`config.mk`:
```
export PLATFORM = sky130hd
export DESIGN_NAME = pipeline_hazard_sched
export DESIGN_NICKNAME = d
export VERILOG_FILES = /design/src/rtl/pipeline_ctrl_pkg.sv /design/src/rtl/load_use_detect.sv /design/src/rtl/pipeline_hazard_sched.sv
export SDC_FILE = /design/constraint.sdc
export NUM_CORES = 1
export LEC_CHECK = 0
export CORE_MARGIN = 5
export CORE_UTILIZATION = 30
export DETAILED_ROUTE_END_ITERATION = 8
export DONT_BUFFER_PORTS = 1
export GPL_TIMING_DRIVEN = 0
export HOLD_SLACK_MARGIN = 0.08
export PLACE_DENSITY = 0.42
export SLEW_MARGIN = 20
export SYNTH_ARGS = -nofsm -noshare
export SYNTH_HDL_FRONTEND = slang
export SYNTH_SLANG_ARGS = --single-unit
```
`constraint.sdc`:
```
create_clock -name clock -period 5.7 [get_ports clock]
set_clock_uncertainty 0.2 [all_clocks]
set_input_delay 1.14 -clock clock [delete_from_list [all_inputs] [get_ports clock]]
set_output_delay 1.14 -clock clock [all_outputs]
set_load 0.05 [all_outputs]
```
`src/rtl/pipeline_ctrl_pkg.sv`:
```
// Shared encodings and stage-control constants for the pipeline stall/flush scheduler.
package pipeline_ctrl_pkg;

    localparam int unsigned NUM_STAGES = 4;

    localparam int unsigned STG_IFID  = 0;
    localparam int unsigned STG_IDEX  = 1;
    localparam int unsigned STG_EXMEM = 2;
    localparam int unsigned STG_MEMWB = 3;

    typedef enum logic [1:0] {
        ST_RUN     = 2'd0,
        ST_FLUSH   = 2'd1,
        ST_MC_WAIT = 2'd2
    } sched_state_e;

    // Per-cycle control word applied to the stage registers and the PC.
    typedef struct packed {
        logic [NUM_STAGES-1:0] lock;
        logic [NUM_STAGES-1:0] clear;
        logic                  pc_write;
    } stage_ctrl_t;

    localparam logic [NUM_STAGES-1:0] LOCK_ALL   = 4'b1111;
    localparam logic [NUM_STAGES-1:0] CLEAR_NONE = 4'b0000;

    localparam logic [NUM_STAGES-1:0] LOCK_RESET      = 4'b0000;
    localparam logic [NUM_STAGES-1:0] CLEAR_RESET     = 4'b1111;
    localparam logic [NUM_STAGES-1:0] LOCK_BRANCH     = 4'b1100;
    localparam logic [NUM_STAGES-1:0] CLEAR_BRANCH    = 4'b0011;
    localparam logic [NUM_STAGES-1:0] LOCK_MC         = 4'b1000;
    localparam logic [NUM_STAGES-1:0] CLEAR_MC        = 4'b1000;
    localparam logic [NUM_STAGES-1:0] LOCK_LOAD_USE   = 4'b1110;
    localparam logic [NUM_STAGES-1:0] CLEAR_LOAD_USE  = 4'b0010;
    localparam logic [NUM_STAGES-1:0] LOCK_FLUSH      = LOCK_ALL;
    localparam logic [NUM_STAGES-1:0] CLEAR_FLUSH     = 4'b0011;

    localparam stage_ctrl_t CTRL_IDLE     = {LOCK_ALL,      CLEAR_NONE,     1'b1};
    localparam stage_ctrl_t CTRL_RESET    = {LOCK_RESET,    CLEAR_RESET,    1'b0};
    localparam stage_ctrl_t CTRL_BRANCH   = {LOCK_BRANCH,   CLEAR_BRANCH,   1'b1};
    localparam stage_ctrl_t CTRL_MC       = {LOCK_MC,       CLEAR_MC,       1'b0};
    localparam stage_ctrl_t CTRL_LOAD_USE = {LOCK_LOAD_USE, CLEAR_LOAD_USE, 1'b0};
    localparam stage_ctrl_t CTRL_FLUSH    = {LOCK_FLUSH,    CLEAR_FLUSH,    1'b1};

endpackage

```
`src/rtl/load_use_detect.sv`:
```
// Load-use hazard compare between the load in ID/EX and the sources in IF/ID; r0 never hazards.
module load_use_detect #(
    parameter int unsigned REG_W = 5
) (
    input  logic             ex_memread,
    input  logic [REG_W-1:0] ex_rd,
    input  logic [REG_W-1:0] id_rs,
    input  logic [REG_W-1:0] id_rt,
    output logic             hazard_c
);

    assign hazard_c = ex_memread && (ex_rd != '0) && ((ex_rd == id_rs) || (ex_rd == id_rt));

endmodule

```
`src/rtl/pipeline_hazard_sched.sv`:
```
// Central stall/flush scheduler: arbitrates branch flush, multi-cycle freeze and load-use bubble,
// drives per-stage lock/clear and PC write, and keeps saturating stall/flush statistics.
module pipeline_hazard_sched
    import pipeline_ctrl_pkg::*;
#(
    parameter int unsigned REG_W        = 5,
    parameter int unsigned FLUSH_CYCLES = 1,
    parameter int unsigned MC_TIMEOUT   = 64,
    parameter int unsigned CNT_W        = 16
) (
    input  logic                  clock,
    input  logic                  reset,
    input  logic                  branch_taken,
    input  logic                  mc_start,
    input  logic                  mc_done,
    input  logic                  ex_memread,
    input  logic [REG_W-1:0]      ex_rd,
    input  logic [REG_W-1:0]      id_rs,
    input  logic [REG_W-1:0]      id_rt,
    output logic [NUM_STAGES-1:0] pipeline_lock,
    output logic [NUM_STAGES-1:0] pipeline_clear,
    output logic                  pc_write,
    output logic                  mc_timeout,
    output logic [CNT_W-1:0]      stall_cycles,
    output logic [CNT_W-1:0]      flush_cycles
);

    localparam int unsigned FLUSH_W = (FLUSH_CYCLES > 1) ? $clog2(FLUSH_CYCLES) : 1;
    localparam int unsigned MC_W    = (MC_TIMEOUT > 2) ? $clog2(MC_TIMEOUT) : 1;

    sched_state_e       state_q, state_d;
    logic [FLUSH_W-1:0] flush_cnt_q, flush_cnt_d;
    logic [MC_W-1:0]    mc_cnt_q, mc_cnt_d;
    logic               mc_timeout_d;
    logic [CNT_W-1:0]   stall_cycles_d, flush_cycles_d;
    logic               stall_inc, flush_inc;
    logic               load_use_c;
    stage_ctrl_t        ctrl_c;

    load_use_detect #(
        .REG_W (REG_W)
    ) u_load_use_detect (
        .ex_memread (ex_memread),
        .ex_rd      (ex_rd),
        .id_rs      (id_rs),
        .id_rt      (id_rt),
        .hazard_c   (load_use_c)
    );

    // Next-state, counter and same-cycle output decode.
    always_comb begin
        state_d      = state_q;
        flush_cnt_d  = flush_cnt_q;
        mc_cnt_d     = mc_cnt_q;
        mc_timeout_d = mc_timeout;
        stall_inc    = 1'b0;
        flush_inc    = 1'b0;
        ctrl_c       = CTRL_IDLE;

        unique case (state_q)
            ST_RUN: begin
                if (branch_taken) begin
                    ctrl_c    = CTRL_BRANCH;
                    flush_inc = 1'b1;
                    if (FLUSH_CYCLES > 1) begin
                        state_d     = ST_FLUSH;
                        flush_cnt_d = FLUSH_W'(FLUSH_CYCLES - 1);
                    end
                end else if (mc_start) begin
                    ctrl_c    = CTRL_MC;
                    stall_inc = 1'b1;
                    state_d   = ST_MC_WAIT;
                    mc_cnt_d  = '0;
                end else if (load_use_c) begin
                    ctrl_c    = CTRL_LOAD_USE;
                    stall_inc = 1'b1;
                end
            end
            ST_FLUSH: begin
                ctrl_c    = CTRL_FLUSH;
                flush_inc = 1'b1;
                if (branch_taken) begin
                    flush_cnt_d = FLUSH_W'(FLUSH_CYCLES - 1);
                end else if (flush_cnt_q <= FLUSH_W'(1)) begin
                    state_d = ST_RUN;
                end else begin
                    flush_cnt_d = flush_cnt_q - FLUSH_W'(1);
                end
            end
            ST_MC_WAIT: begin
                if (mc_done) begin
                    state_d = ST_RUN;
                end else begin
                    ctrl_c    = CTRL_MC;
                    stall_inc = 1'b1;
                    // Counter is about to reach MC_TIMEOUT-1: give up on the unit.
                    if (mc_cnt_q == MC_W'(MC_TIMEOUT - 2)) begin
                        mc_timeout_d = 1'b1;
                        state_d      = ST_RUN;
                    end else begin
                        mc_cnt_d = mc_cnt_q + MC_W'(1);
                    end
                end
            end
            default: begin
                state_d = ST_RUN;
            end
        endcase

        if (reset) begin
            ctrl_c = CTRL_RESET;
        end
    end

    // Saturating statistics.
    always_comb begin
        stall_cycles_d = stall_cycles;
        flush_cycles_d = flush_cycles;
        if (stall_inc && (stall_cycles != '1)) begin
            stall_cycles_d = stall_cycles + CNT_W'(1);
        end
        if (flush_inc && (flush_cycles != '1)) begin
            flush_cycles_d = flush_cycles + CNT_W'(1);
        end
    end

    always_ff @(posedge clock) begin
        if (reset) begin
            state_q      <= ST_RUN;
            flush_cnt_q  <= '0;
            mc_cnt_q     <= '0;
            mc_timeout   <= 1'b0;
            stall_cycles <= '0;
            flush_cycles <= '0;
        end else begin
            state_q      <= state_d;
            flush_cnt_q  <= flush_cnt_d;
            mc_cnt_q     <= mc_cnt_d;
            mc_timeout   <= mc_timeout_d;
            stall_cycles <= stall_cycles_d;
            flush_cycles <= flush_cycles_d;
        end
    end

    assign pipeline_lock  = ctrl_c.lock;
    assign pipeline_clear = ctrl_c.clear;
    assign pc_write       = ctrl_c.pc_write;

endmodule

```
After elaboration in Yosys (flattened, before gate mapping)
Cells that the tools add are included.
{ "op_classes": {"addsub": 4, "magnitude_cmp": 1, "n_eq_ne": 15, "muxes": 27, "bitwise_logic": 1, "n_reduce_logical": 12} }
{ "op_table": {"columns": ["op", "count"], "rows": [
  ["$add A16 B1 Y16 const B", 2],
  ["$ne A16 B16 Y1 const B", 2],
  ["$mux W6", 5],
  ["$mux W8", 3],
  ["$pmux W8 S3", 1],
  ["$ne A2 B2 Y1 const B", 7],
  ["$mux W2", 6],
  ["$pmux W6 S2", 1],
  ["$eq A5 B5 Y1", 2],
  ["$reduce_and A5 Y1", 2],
  ["$mux W9", 1],
  ["$mux W1", 7],
  ["$add A6 B1 Y6 const B", 1],
  ["$eq A6 B6 Y1 const B", 1],
  ["$pmux W2 S3", 1],
  ["$reduce_bool A5 Y1", 1],
  ["$logic_and A1 B1 Y1", 4],
  ["$pmux W1 S2", 2],
  ["$ne A3 B3 Y1 const B", 1],
  ["$reduce_and A3 Y1", 1],
  ["$eq A2 B1 Y1 const B", 1],
  ["$eq A2 B2 Y1 const B", 1],
  ["$logic_not A2 Y1", 1],
  ["$reduce_and A2 Y1", 1],
  ["other kinds (5)", 5]
]} }
{ "word_totals": {"regBits": 42, "in_bits": 21, "output_inout_bits": 42} }

Depth between registers and ports, before layout
Gate-level depths: netlist of run 1.
{ "depth": {"ltp_word": 8, "depth_mapped": 9, "depth_no_buf": 7} }

Modules after synthesis
From an unflattened synthesis of run 1, not the netlist that was laid out.
{ "unflattened": {"hier_cells": 289, "hier_area_um2": 2393.5} }
{ "modules_own_cells": {"columns": ["module", "instances", "cells_per_inst", "area_per_inst_um2"], "rows": [
  ["pipeline_hazard_sched", 1, 272, 2268.4],
  ["load_use_detect", 1, 17, 125.1]
]} }

Least setup slack after synthesis of run 1
Ideal clock, no wire load.
{ "synth_timing": {"path_type": "input to output", "from": "in ex_rd[0]", "to": "out pipeline_lock[0]", "arrival_ps": 2838, "required_ps": 4360, "slack_ps": 1522, "stages": 5, "path_cell_list": "or4_1 > o21ai_2 > nor2b_1 > o31a_1 > nor2_1"} }
{ "synth_between": {"elab_chain_len": 8, "word_cells_on_any_way": 11} }
{ "synth_lines": {"columns": ["item", "line_no", "text"], "rows": [
  ["start: declaration", "pipeline_hazard_sched.sv:17", "input logic [REG_W-1:0] ex_rd,"],
  ["$eq A5 B5 Y1 / $reduce_bool A5 Y1 (equally long branches)", "load_use_detect.sv:12", "assign hazard_c = ex_memread && (ex_rd != '0) && ((ex_rd == id_rs) || (ex_rd == id_rt));"],
  ["$logic_or A1 B1 Y1 / $logic_and A1 B1 Y1 (equally long branches)", "load_use_detect.sv:12", null],
  ["$logic_and A1 B1 Y1 *", "load_use_detect.sv:12", null],
  ["$mux W6 *", "pipeline_hazard_sched.sv:74", "end else if (load_use_c) begin"],
  ["$mux W8 *", "pipeline_hazard_sched.sv:69", "end else if (mc_start) begin"],
  ["$mux W8 *", "pipeline_hazard_sched.sv:62", "if (branch_taken) begin"],
  ["$pmux W8 S3 *", "pipeline_hazard_sched.sv:60", "unique case (state_q)"],
  ["$mux W9 *", "pipeline_hazard_sched.sv:110", "if (reset) begin"],
  ["end: declaration", "pipeline_hazard_sched.sv:20", "output logic [NUM_STAGES-1:0] pipeline_lock,"]
]} }
Every way passes the cells marked *; elsewhere a longest branch is shown, timed or not.

Worst setup path after layout of run 1
Ends and elaborated chain as after synthesis.

==> results.md, run 1 <==
- Result of the run: finished clean
- Sequential standard cell area: around 800 µm²
- Total area of multi-input combinational cells: 1260 µm²
- Number of antenna diodes: 0
- Tightest Pin Transition: 1.03 ns
- Cells after synthesis: 257
- Clock latency on the worst-skew pair: 0.30 ns
- Average routed wire per standard cell: 14.8 µm
- Crit path capture type: output pin
- Hold/Removal Path Class: flip-flop to flip-flop
- Maximum clock insertion buffer count: 2
- Post-DR vias/cell: 5.02
- Std cell rows: 30
- Flops & latches, synth: 40
- Proportion of layout cells with a drive suffix above 1: 7.17%
- Dpl hpwl: 3.95 mm
- Max incr delay on CP: 0.67 ns
- Yosys cell types: 42
- Dominant synthesized flop cell: sky130_fd_sc_hd__dfxtp_1
- Fraction of registers with async set/reset: 0%
- Cell count after placement: ~350
- Final setup TNS: 0 ns
- Hold_buf cts: 0
- Initial DRT Pass Iterations: 4
- Synthesis Warnings: 0
- # nets final: 289
- Worst setup SP type: primary input
- Port bufs: 0
- Critical Path Fanout Max: 4
- Worst endpoint data arrival time: 2.95 ns
- Num CTS Buffers: 5
- Filler-free cell count of the finished design: around 360
- Register-to-Register Setup Slack: between 2 and 3 ns
- Max-cap violations: 0
- Number of gates resized after cts: 0
- Via count of the first global-routing pass: 1725
- Overflow left after global routing: 0
- Die width: 94.5 µm
- Wire length of the first global-routing pass: 8.46 mm
- Total routing usage reported by global routing: 12.0%
- Post-route design area: 2420 µm²
- Series of cell instances along the critical path: or4_1, o21ai_2, nor2b_1, o31a_1, nor2_1
- Final number of max-transition violations: 0
- Post-synthesis net count: 282
- Final antenna-violating net count: 0
- Die area: approximately 8900 µm²
- Detailed-route via count: between 1500 and 2000
- Part of the Yosys area used for sequential elements: 37.4%
- RSZ-0062 raised after global routing: no
- Pin count of the biggest net entering global routing: 14
- Deepest level of the CTS H-tree: 2
- Final hold vios: 0
- Master cell of the clock root buffer: sky130_fd_sc_hd__clkbuf_8
- Critical path type: primary input to output pin
- Routed Wire Length: approximately 5.3 mm
- Floorplan Core Area: 6870 µm²
- Clock input transition at the sequential cells of the worst setup and hold paths: 0.08 ns
- Share of the synthesized area in the top cell type: 37.4%
- Post-synth design cell area: 2140 µm²
- Achievable clock frequency: 233 MHz
- CP Data Required Time: 4.36 ns
- Final Wtd Congestion: 0.695
- Final Cycle Share: 75.3%
- Remaining design rule violation count: 0
- DRC marker count from the first detailed-route iteration: 110
- Post-synthesis to final-layout area growth: 13.0%
- Top post-synthesis cells by area: sky130_fd_sc_hd__dfxtp_1 37%, sky130_fd_sc_hd__xnor2_1 6.5%, sky130_fd_sc_hd__nor2_1 5.6%
- Final setup fails: 0
- # fillers: 741
- Setup Fix Bufs, Post-CTS: 0
- CP max-delay cell: sky130_fd_sc_hd__nor2_1
- Ratio of total power to cell area: 284 nW/µm²
- Number of antenna violations at the first check in global routing: 0
- Initial standard-cell utilization of the core: 31.1%
- Die Y: about 94 µm
- Total I/O pin count: 63
- Min Clock Period, post-route: 4.29 ns
- Maximum ir drop on the vdd rail: 142 µV
- Number of sinks driven by the clock tree: 40
- Average cell area after synthesis: roughly 8.3 µm²
- Post-layout utilization of the core: 35.2%
- EDFF count, synth: 0
- Worst-case headroom to the max-slew limit: 31.4%
- Library cell occupying the most area in the post-synthesis netlist: sky130_fd_sc_hd__dfxtp_1
- Leakage power: slightly above 0.8 nW
- CTS tree: done
- Total placed instance area: 2260 µm²
sequential cells by signal, indices dropped and copies added (netlist names):
name	flops
mc_cnt_q	6
stall_cycles	16
mc_timeout	1
state_q	1
flush_cycles	16
final timing paths:
| kind | startpoint | cells past startpoint | to |
|---|---|---|---|
| worst max-delay path | ex_rd[0] | 5 | pipeline_lock[0] |
| worst min-delay path | mc_cnt_q[4] | 2 | mc_cnt_q[4] |
| worst max register to register | stall_cycles[0] | 9 | stall_cycles[1] |
| worst min register to register | mc_cnt_q[4] | 2 | mc_cnt_q[4] |
critical path, delay by kind of cell:
kind / cells / cell delay, ns
compound gates: 2 / 0.47
simple gates: 3 / 1.34
cell families (layout without fill, tap and decap cells):
| logic type | Yosys count | in the layout | synth area share [%] |
|---|---|---|---|
| flops | 40 | 40 | 37.4 |
| simple gates | 115 | 115 | 27.7 |
| buf+inv | 16 | 24 | 3.68 |
| fa+ha+maj | 4 | 4 | 2.34 |
| mux | 5 | 5 | 2.46 |
| xor+xnor | 26 | 26 | 10.6 |
| compound gates | 51 | 51 | 15.8 |
synth_stat cells, types with 2 or more instances:
cell type,number
sky130_fd_sc_hd__a21oi_1,19
sky130_fd_sc_hd__clkbuf_1,4
sky130_fd_sc_hd__and3_1,5
sky130_fd_sc_hd__a21o_1,2
sky130_fd_sc_hd__nand2_1,19
sky130_fd_sc_hd__buf_6,2
sky130_fd_sc_hd__nand3_1,11
sky130_fd_sc_hd__nor2_1,32
sky130_fd_sc_hd__o21ai_1,15
sky130_fd_sc_hd__and2_1,6
sky130_fd_sc_hd__inv_1,8
sky130_fd_sc_hd__xnor2_1,16
sky130_fd_sc_hd__dfxtp_1,40
sky130_fd_sc_hd__xor2_1,10
sky130_fd_sc_hd__ha_1,4
sky130_fd_sc_hd__and4_1,4
sky130_fd_sc_hd__or3_1,18
sky130_fd_sc_hd__nor3_1,2
sky130_fd_sc_hd__o21ai_0,3
sky130_fd_sc_hd__mux2i_1,3
sky130_fd_sc_hd__nand4_1,10
sky130_fd_sc_hd__nor2b_1,4
metal layers:
layer | GRT usage [%] | up-vias | wire length, µm
li1 | - | 926 | -
met1 | 14.7 | 831 | 2420
met5 | 0 | - | 0
met2 | 19.5 | 49 | 2420
met4 | 3.61 | 0 | 63
met3 | 4.46 | 5 | 438
cell usage in the layout (no fill, tap or decap), types with 6 or more instances in the layout:
master,count
sky130_fd_sc_hd__dfxtp_1,40
sky130_fd_sc_hd__a21oi_1,19
sky130_fd_sc_hd__nand4_1,10
sky130_fd_sc_hd__nor2_1,32
sky130_fd_sc_hd__nand2_1,19
sky130_fd_sc_hd__and2_1,6
sky130_fd_sc_hd__or3_1,18
sky130_fd_sc_hd__inv_1,8
sky130_fd_sc_hd__o21ai_1,15
sky130_fd_sc_hd__xnor2_1,16
sky130_fd_sc_hd__nand3_1,11
sky130_fd_sc_hd__xor2_1,10
through the flow:
stage | power (mW) | hold slack (ns) | worst slack, ns
finish | 0.687 | 0.320 | 1.41
global route | 0.717 | 0.385 | 1.28
CTS | 0.701 | 0.322 | 1.38
detailed placement | 0.371 | 0.291 | 1.38
global placement | 0.370 | 0.293 | 1.38
floorplan | 0.359 | 0.272 | 1.52
layout make-up:
type                       count  area share (%)
sequential                    40            33.1
clock inverter                 3            3.72
multi-input combinational    201            52.1
clock buffer                   5            2.85
tap                           96            4.97
inverter                       8            1.24
buffer                         8            2.02
where the power goes:
group          internal [mW]  leakage, nW  switching [mW]
logic                 0.0206        0.422          0.0434
registers              0.283        0.323          0.0159
clock network          0.219       0.0784           0.106
Note: power is estimated with default switching activity, not from simulation.
==> run 2, diff against run 1 <==
--- a/config.mk
+++ b/config.mk
@@ -11,7 +11,7 @@
 export DONT_BUFFER_PORTS = 1
 export GPL_TIMING_DRIVEN = 0
 export HOLD_SLACK_MARGIN = 0.08
-export PLACE_DENSITY = 0.42
+export PLACE_DENSITY = 0.43
 export SLEW_MARGIN = 20
 export SYNTH_ARGS = -nofsm -noshare
 export SYNTH_HDL_FRONTEND = slang
==> constraint.sdc (replaced) <==
create_clock -name clock -period 3.87 [get_ports clock]
set_clock_uncertainty 0.2 [all_clocks]
set_input_delay 0.774 -clock clock [delete_from_list [all_inputs] [get_ports clock]]
set_output_delay 0.774 -clock clock [all_outputs]
set_load 0.05 [all_outputs]
==> run 2 against run 1 <==
Effect of this change:
- design area is 1.3% lower
- highest routed layer unchanged
- die area stayed put
- setup slack got worse by 1.1 ns
- critical endpoint unchanged
- sequential share of layout area increased by 0.45 points
- non-clock buffer count unchanged
- critical path depth is the same
- combinational power grew 46%
- first-iteration DRC count decreased by 1.8%
- sequential power grew 47%
- core utilization decreased by 0.47 points
- cell count unchanged
==> results.md, run 2 (same netlist as run 1, synthesis figures left out) <==
- Die Y: 94.5 µm
- Maximum ir drop on the vdd rail: 129 µV
- Cell count after placement: about 350
- Hold/Removal Path Class: flip-flop to flip-flop
- Max-cap violations: 0
- Detailed-route via count: 1796
- Routed Wire Length: between 5 and 6 mm
- Sequential standard cell area: 801 µm²
- Maximum clock insertion buffer count: 2
- Part of the power in the clock network: 41.2%
- Clock latency on the worst-skew pair: 0.29 ns
- DRC marker count from the first detailed-route iteration: 108
- Floorplan Core Area: 6870 µm²
- Critical path type: primary input to output pin
- Pin count of the biggest net entering global routing: 13
- Via count of the first global-routing pass: 1747
- Final Wtd Congestion: about 0.74
- Clock input transition at the sequential cells of the worst setup and hold paths: ~0.07 ns
- Worst endpoint data arrival time: 2.58 ns
- Die width: 94.5 µm
- Final worst slack: 0.317 ns
- Total I/O pin count: 63
- Proportion of layout cells with a drive suffix above 1: 7.17%
- Remaining design rule violation count: 0
- Wire length of the first global-routing pass: between 8 and 9 mm
- Final setup TNS: 0 ns
- Final hold slack: 0.328 ns
- Initial DRT Pass Iterations: 4
- Crit path capture type: output pin
- Total placed instance area: approximately 2300 µm²
- Switching portion of total power: 25.7%
- Post-route design area: ~2400 µm²
- Combinational share of power: 10.3%
- Num CTS Buffers: 5
- Sequential fraction of design power: 48.5%
- Post-synthesis to final-layout area growth: 11.5%
- Final antenna-violating net count: 0
- # fillers: 730
- Total area of multi-input combinational cells: ~1300 µm²
- Final Cycle Share: between 90 and 100%
- CTS tree: done
- Master cell of the clock root buffer: sky130_fd_sc_hd__clkbuf_8
- Worst setup SP type: primary input
- Port bufs: 0
- Number of antenna violations at the first check in global routing: 0
- Most common cell after layout, fill and taps aside: sky130_fd_sc_hd__dfxtp_1
- Leakage power: 0.810 nW
- Initial standard-cell utilization of the core: 31.1%
- Setup Fix Bufs, Post-CTS: 0
- Die area: 8920 µm²
- Ratio of total power to cell area: 380 nW/µm²
- Highest-count cells in the layout ignoring fill and taps: 40 x sky130_fd_sc_hd__dfxtp_1, 32 x sky130_fd_sc_hd__nor2_1, 19 x sky130_fd_sc_hd__nand2_1, 19 x sky130_fd_sc_hd__a21oi_1, 18 x sky130_fd_sc_hd__or3_1
- # nets final: 289
- CP Data Required Time: 2.90 ns
- Filler-free cell count of the finished design: 361
- Number of antenna diodes: 0
- Power spent charging and discharging nets: 0.233 mW
- Worst-case headroom to the max-slew limit: a little under a third
- Overflow left after global routing: 0
- Number of gates resized after cts: 0
- Biggest regs: flush_cycles (16), stall_cycles (16), mc_cnt_q (6)
- Final number of max-transition violations: 0
- Deepest level of the CTS H-tree: 2
- RSZ-0062 raised after global routing: no
- Average routed wire per standard cell: 14.5 µm
- Number of sinks driven by the clock tree: 40
- Post-DR vias/cell: roughly 5.0
- Final hold vios: 0
- Tightest Pin Transition: around 1.0 ns
- Post-Place Worst Slack: roughly 0.3 ns
- Total routing usage reported by global routing: approximately an eighth
- Min Clock Period, post-route: 3.55 ns
- Hold_buf cts: 0
- Final setup fails: 0
- Result of the run: finished clean
- Achievable clock frequency: 281 MHz
- Critical Path Fanout Max: 4
- Std cell rows: 30
- Internal power of the cells: between 0.6 and 0.7 mW
- Dpl hpwl: 3.95 mm
-- run 2: metal layers --
layer / up-vias / share of wire [%] / GRT usage, %
li1: 916 / - / -
met2: 50 / 46 / 19.6
met1: 824 / 43 / 14.2
met3: 6 / 10 / 5.10
met5: - / 0 / 0
met4: 0 / 1.2 / 3.61
-- run 2: stage by stage --
step                      total power, mW  util, %
after detailed placement            0.546     32.9
after CTS                           0.927     34.7
after global placement              0.546     32.9
after global routing                0.951     34.7
after floorplan                     0.528        -
final                               0.908     34.7
-- run 2: worst max-delay path, cell delays in order --
cell and delay [ns]:
sky130_fd_sc_hd__or4_1 0.53, sky130_fd_sc_hd__o21ai_2 0.22, sky130_fd_sc_hd__nor2b_1 0.14, sky130_fd_sc_hd__o31a_1 0.25, sky130_fd_sc_hd__nor2_1 0.67
-- run 2: worst paths after layout --
check | cells past startpoint | slack (ns) | endpoint | startpoint
max | 5 | 0.32 | pipeline_lock[0] | ex_rd[0]
min | 2 | 0.33 | mc_cnt_q[4] | mc_cnt_q[4]
max reg2reg | 9 | 1.08 | stall_cycles[1] | stall_cycles[0]
min reg2reg | 2 | 0.33 | mc_cnt_q[4] | mc_cnt_q[4]
-- run 2: area by class of cell --
class | instances | share of cell area, %
clock inverters | 1 | 1.26
inverters | 8 | 1.26
well taps | 96 | 5.03
flip-flops and latches | 40 | 33.6
multi-input cells | 201 | 52.8
clock buffers | 7 | 4.04
plain buffers | 8 | 2.05
-- run 2: power by group through the flow --
stage               registers [mW]  logic, mW  clock network, mW
floorplan                    0.448     0.0802                  0
global placement             0.450     0.0954                  0
detailed placement           0.450     0.0954                  0
CTS                          0.441     0.0959              0.391
global route                 0.442      0.103              0.406
finish                       0.440     0.0935              0.374
==> run 3, diff against run 2 <==
--- a/config.mk
+++ b/config.mk
@@ -12,6 +12,7 @@
 export GPL_TIMING_DRIVEN = 0
 export HOLD_SLACK_MARGIN = 0.08
 export PLACE_DENSITY = 0.43
+export RECOVER_POWER = 100
 export SLEW_MARGIN = 20
 export SYNTH_ARGS = -nofsm -noshare
 export SYNTH_HDL_FRONTEND = slang
==> run 3 against run 2 <==
Effect of this change:
- via count grew 1.0%
- sequential share of layout area grew 0.72 points
- design area shrank 2.1%
- maximum frequency shrank 0.96%
- non-clock buffer count is the same
- die area is the same
- sequential cell count is the same
- combinational power shrank 6.6%
- critical path type unchanged
- largest cell class unchanged
- highest routed layer unchanged
==> results.md, run 3 (same netlist as run 1, synthesis figures left out) <==
- Result of the run: finished clean
- Dpl hpwl: 3.95 mm
- Post-route design area: 2340 µm²
- Achievable clock frequency: around 280 MHz
- Post-Place Worst Slack: 0.308 ns
- Post-layout utilization of the core: 34.0%
- Biggest regs: flush_cycles (16), stall_cycles (16), mc_cnt_q (6)
- Hold Path End: mc_cnt_q[4]
- Post-synthesis to final-layout area growth: 9.18%
- Combinational share of power: between 9 and 10%
- Die area: 8920 µm²
- Critical register-to-register path startpoint: stall_cycles[0]
- Filler-free cell count of the finished design: 361
- Leakage power: 0.790 nW
- Switching portion of total power: 25.6%
- Worst-case headroom to the max-slew limit: 30.6%
- Final worst slack: 0.283 ns
- Worst-case reg-to-reg path depth: 9
- Die Y: 94.5 µm
- RSZ-0062 raised after global routing: no
- DRC marker count from the first detailed-route iteration: 96
- Proportion of layout cells with a drive suffix above 1: 4.53%
- Average routed wire per standard cell: 14.5 µm
- Ratio of total power to cell area: a little under 400 nW/µm²
- Tightest Pin Transition: 1.03 ns
- # nets final: 289
- Internal power of the cells: ~0.67 mW
- Port bufs: 0
- Std cell rows: 30
- Power spent charging and discharging nets: 0.231 mW
- Die width: ~94 µm
- Num CTS Buffers: 5
- Highest-count cells in the layout ignoring fill and taps: 40 x sky130_fd_sc_hd__dfxtp_1, 32 x sky130_fd_sc_hd__nor2_1, 20 x sky130_fd_sc_hd__a21oi_1
- Initial DRT Pass Iterations: 4
- Crit path capture type: output pin
- Remaining design rule violation count: 0
- Number of antenna violations at the first check in global routing: 0
- Number of antenna diodes: 0
- CP max-delay cell: sky130_fd_sc_hd__nor2_1
- Worst endpoint data arrival time: between 2 and 3 ns
- Master cell of the clock root buffer: sky130_fd_sc_hd__clkbuf_8
- Series of cell instances along the critical path: or4_1, o21ai_0, nor2b_1, o31a_1, nor2_1
- Final setup TNS: 0 ns
- Overflow left after global routing: 0
- Max incr delay on CP: roughly 0.67 ns
- Cell depth of the worst min-delay path: 2
- Critical hold path startpoint: mc_cnt_q[4]
- Final antenna-violating net count: 0
- Cell count after placement: 353
- Hold/Removal Path Class: flip-flop to flip-flop
- Final hold vios: 0
- Maximum clock insertion buffer count: 2
- Critical path type: primary input to output pin
- Setup Fix Bufs, Post-CTS: 0
- Routed Wire Length: 5.24 mm
- Final hold slack: 0.326 ns
- Floorplan Core Area: 6870 µm²
- Sequential fraction of design power: approximately 49%
- Reg2reg end: stall_cycles[1]
- # fillers: 737
- Maximum ir drop on the vdd rail: 129 µV
- Total Power Consumption: 0.901 mW
- CP Data Required Time: 2.90 ns
- Most common cell after layout, fill and taps aside: sky130_fd_sc_hd__dfxtp_1
- Worst setup SP type: primary input
- Via count of the first global-routing pass: approximately 1700
- Total I/O pin count: 63
- CTS tree: done
- Final Wtd Congestion: 0.739
- Final setup fails: 0
- Max-cap violations: 0
- Final Cycle Share: 92.7%
- Clock latency on the worst-skew pair: 0.29 ns
- Total placed instance area: approximately 2300 µm²
- Register-to-Register Setup Slack: 0.46 ns
- Total routing usage reported by global routing: 12.0%
- Final number of max-transition violations: 0
- Hold_buf cts: 0
- Critical Path Fanout Max: 4
- Min Clock Period, post-route: 3.59 ns
- Number of gates resized after cts: 0
- Clock input transition at the sequential cells of the worst setup and hold paths: 0.07 ns
- Initial standard-cell utilization of the core: between 30% and 40%
- Number of sinks driven by the clock tree: 40
- Pin count of the biggest net entering global routing: 13
- Part of the power in the clock network: 41.5%
- Detailed-route via count: 1814
- Wire length of the first global-routing pass: 8.47 mm
- Post-DR vias/cell: approximately 5
- Deepest level of the CTS H-tree: 2
## run 3: worst max-delay path by stage
stage,startpoint,end,slack (ns),depth (start not counted)
after floorplan,ex_rd[0],pipeline_lock[0],0.42,5
after global placement,ex_rd[0],pipeline_lock[0],0.30,5
after detailed placement,ex_rd[0],pipeline_lock[0],0.31,5
after CTS,ex_rd[0],pipeline_lock[0],0.30,5
after global routing,stall_cycles[1],stall_cycles[1],0.13,9
final,ex_rd[0],pipeline_lock[0],0.28,5
## run 3: critical path, delay by kind of cell
| family | cells | cell delay (ns) |
|---|---|---|
| AND/OR/NAND/NOR | 3 | 1.32 |
| AO/OA/AOI/OAI | 2 | 0.52 |
## run 3: area by class of cell
class	count	area [µm²]	area share [%]
flip-flops and latches	40	801	34.3
clock inverters	1	30.0	1.29
inverters	8	30.0	1.29
plain buffers	8	37.5	1.61
clock buffers	7	96.3	4.12
well taps	96	120	5.14
multi-input cells	201	1220	52.3
## run 3: power by group through the flow
stage | sequential [mW] | clock [mW] | combinational (mW)
after global routing | 0.441 | 0.406 | 0.0966
after global placement | 0.450 | 0 | 0.0954
after detailed placement | 0.450 | 0 | 0.0954
final | 0.440 | 0.374 | 0.0873
after floorplan | 0.448 | 0 | 0.0802
after CTS | 0.441 | 0.391 | 0.0959
## run 3: routing by layer
| metal | routed length (µm) | GRT usage, % |
|---|---|---|
| met5 | 0 | 0 |
| met4 | 62 | 3.61 |
| met3 | 524 | 5.10 |
| met2 | 2390 | 19.6 |
| met1 | 2270 | 14.2 |
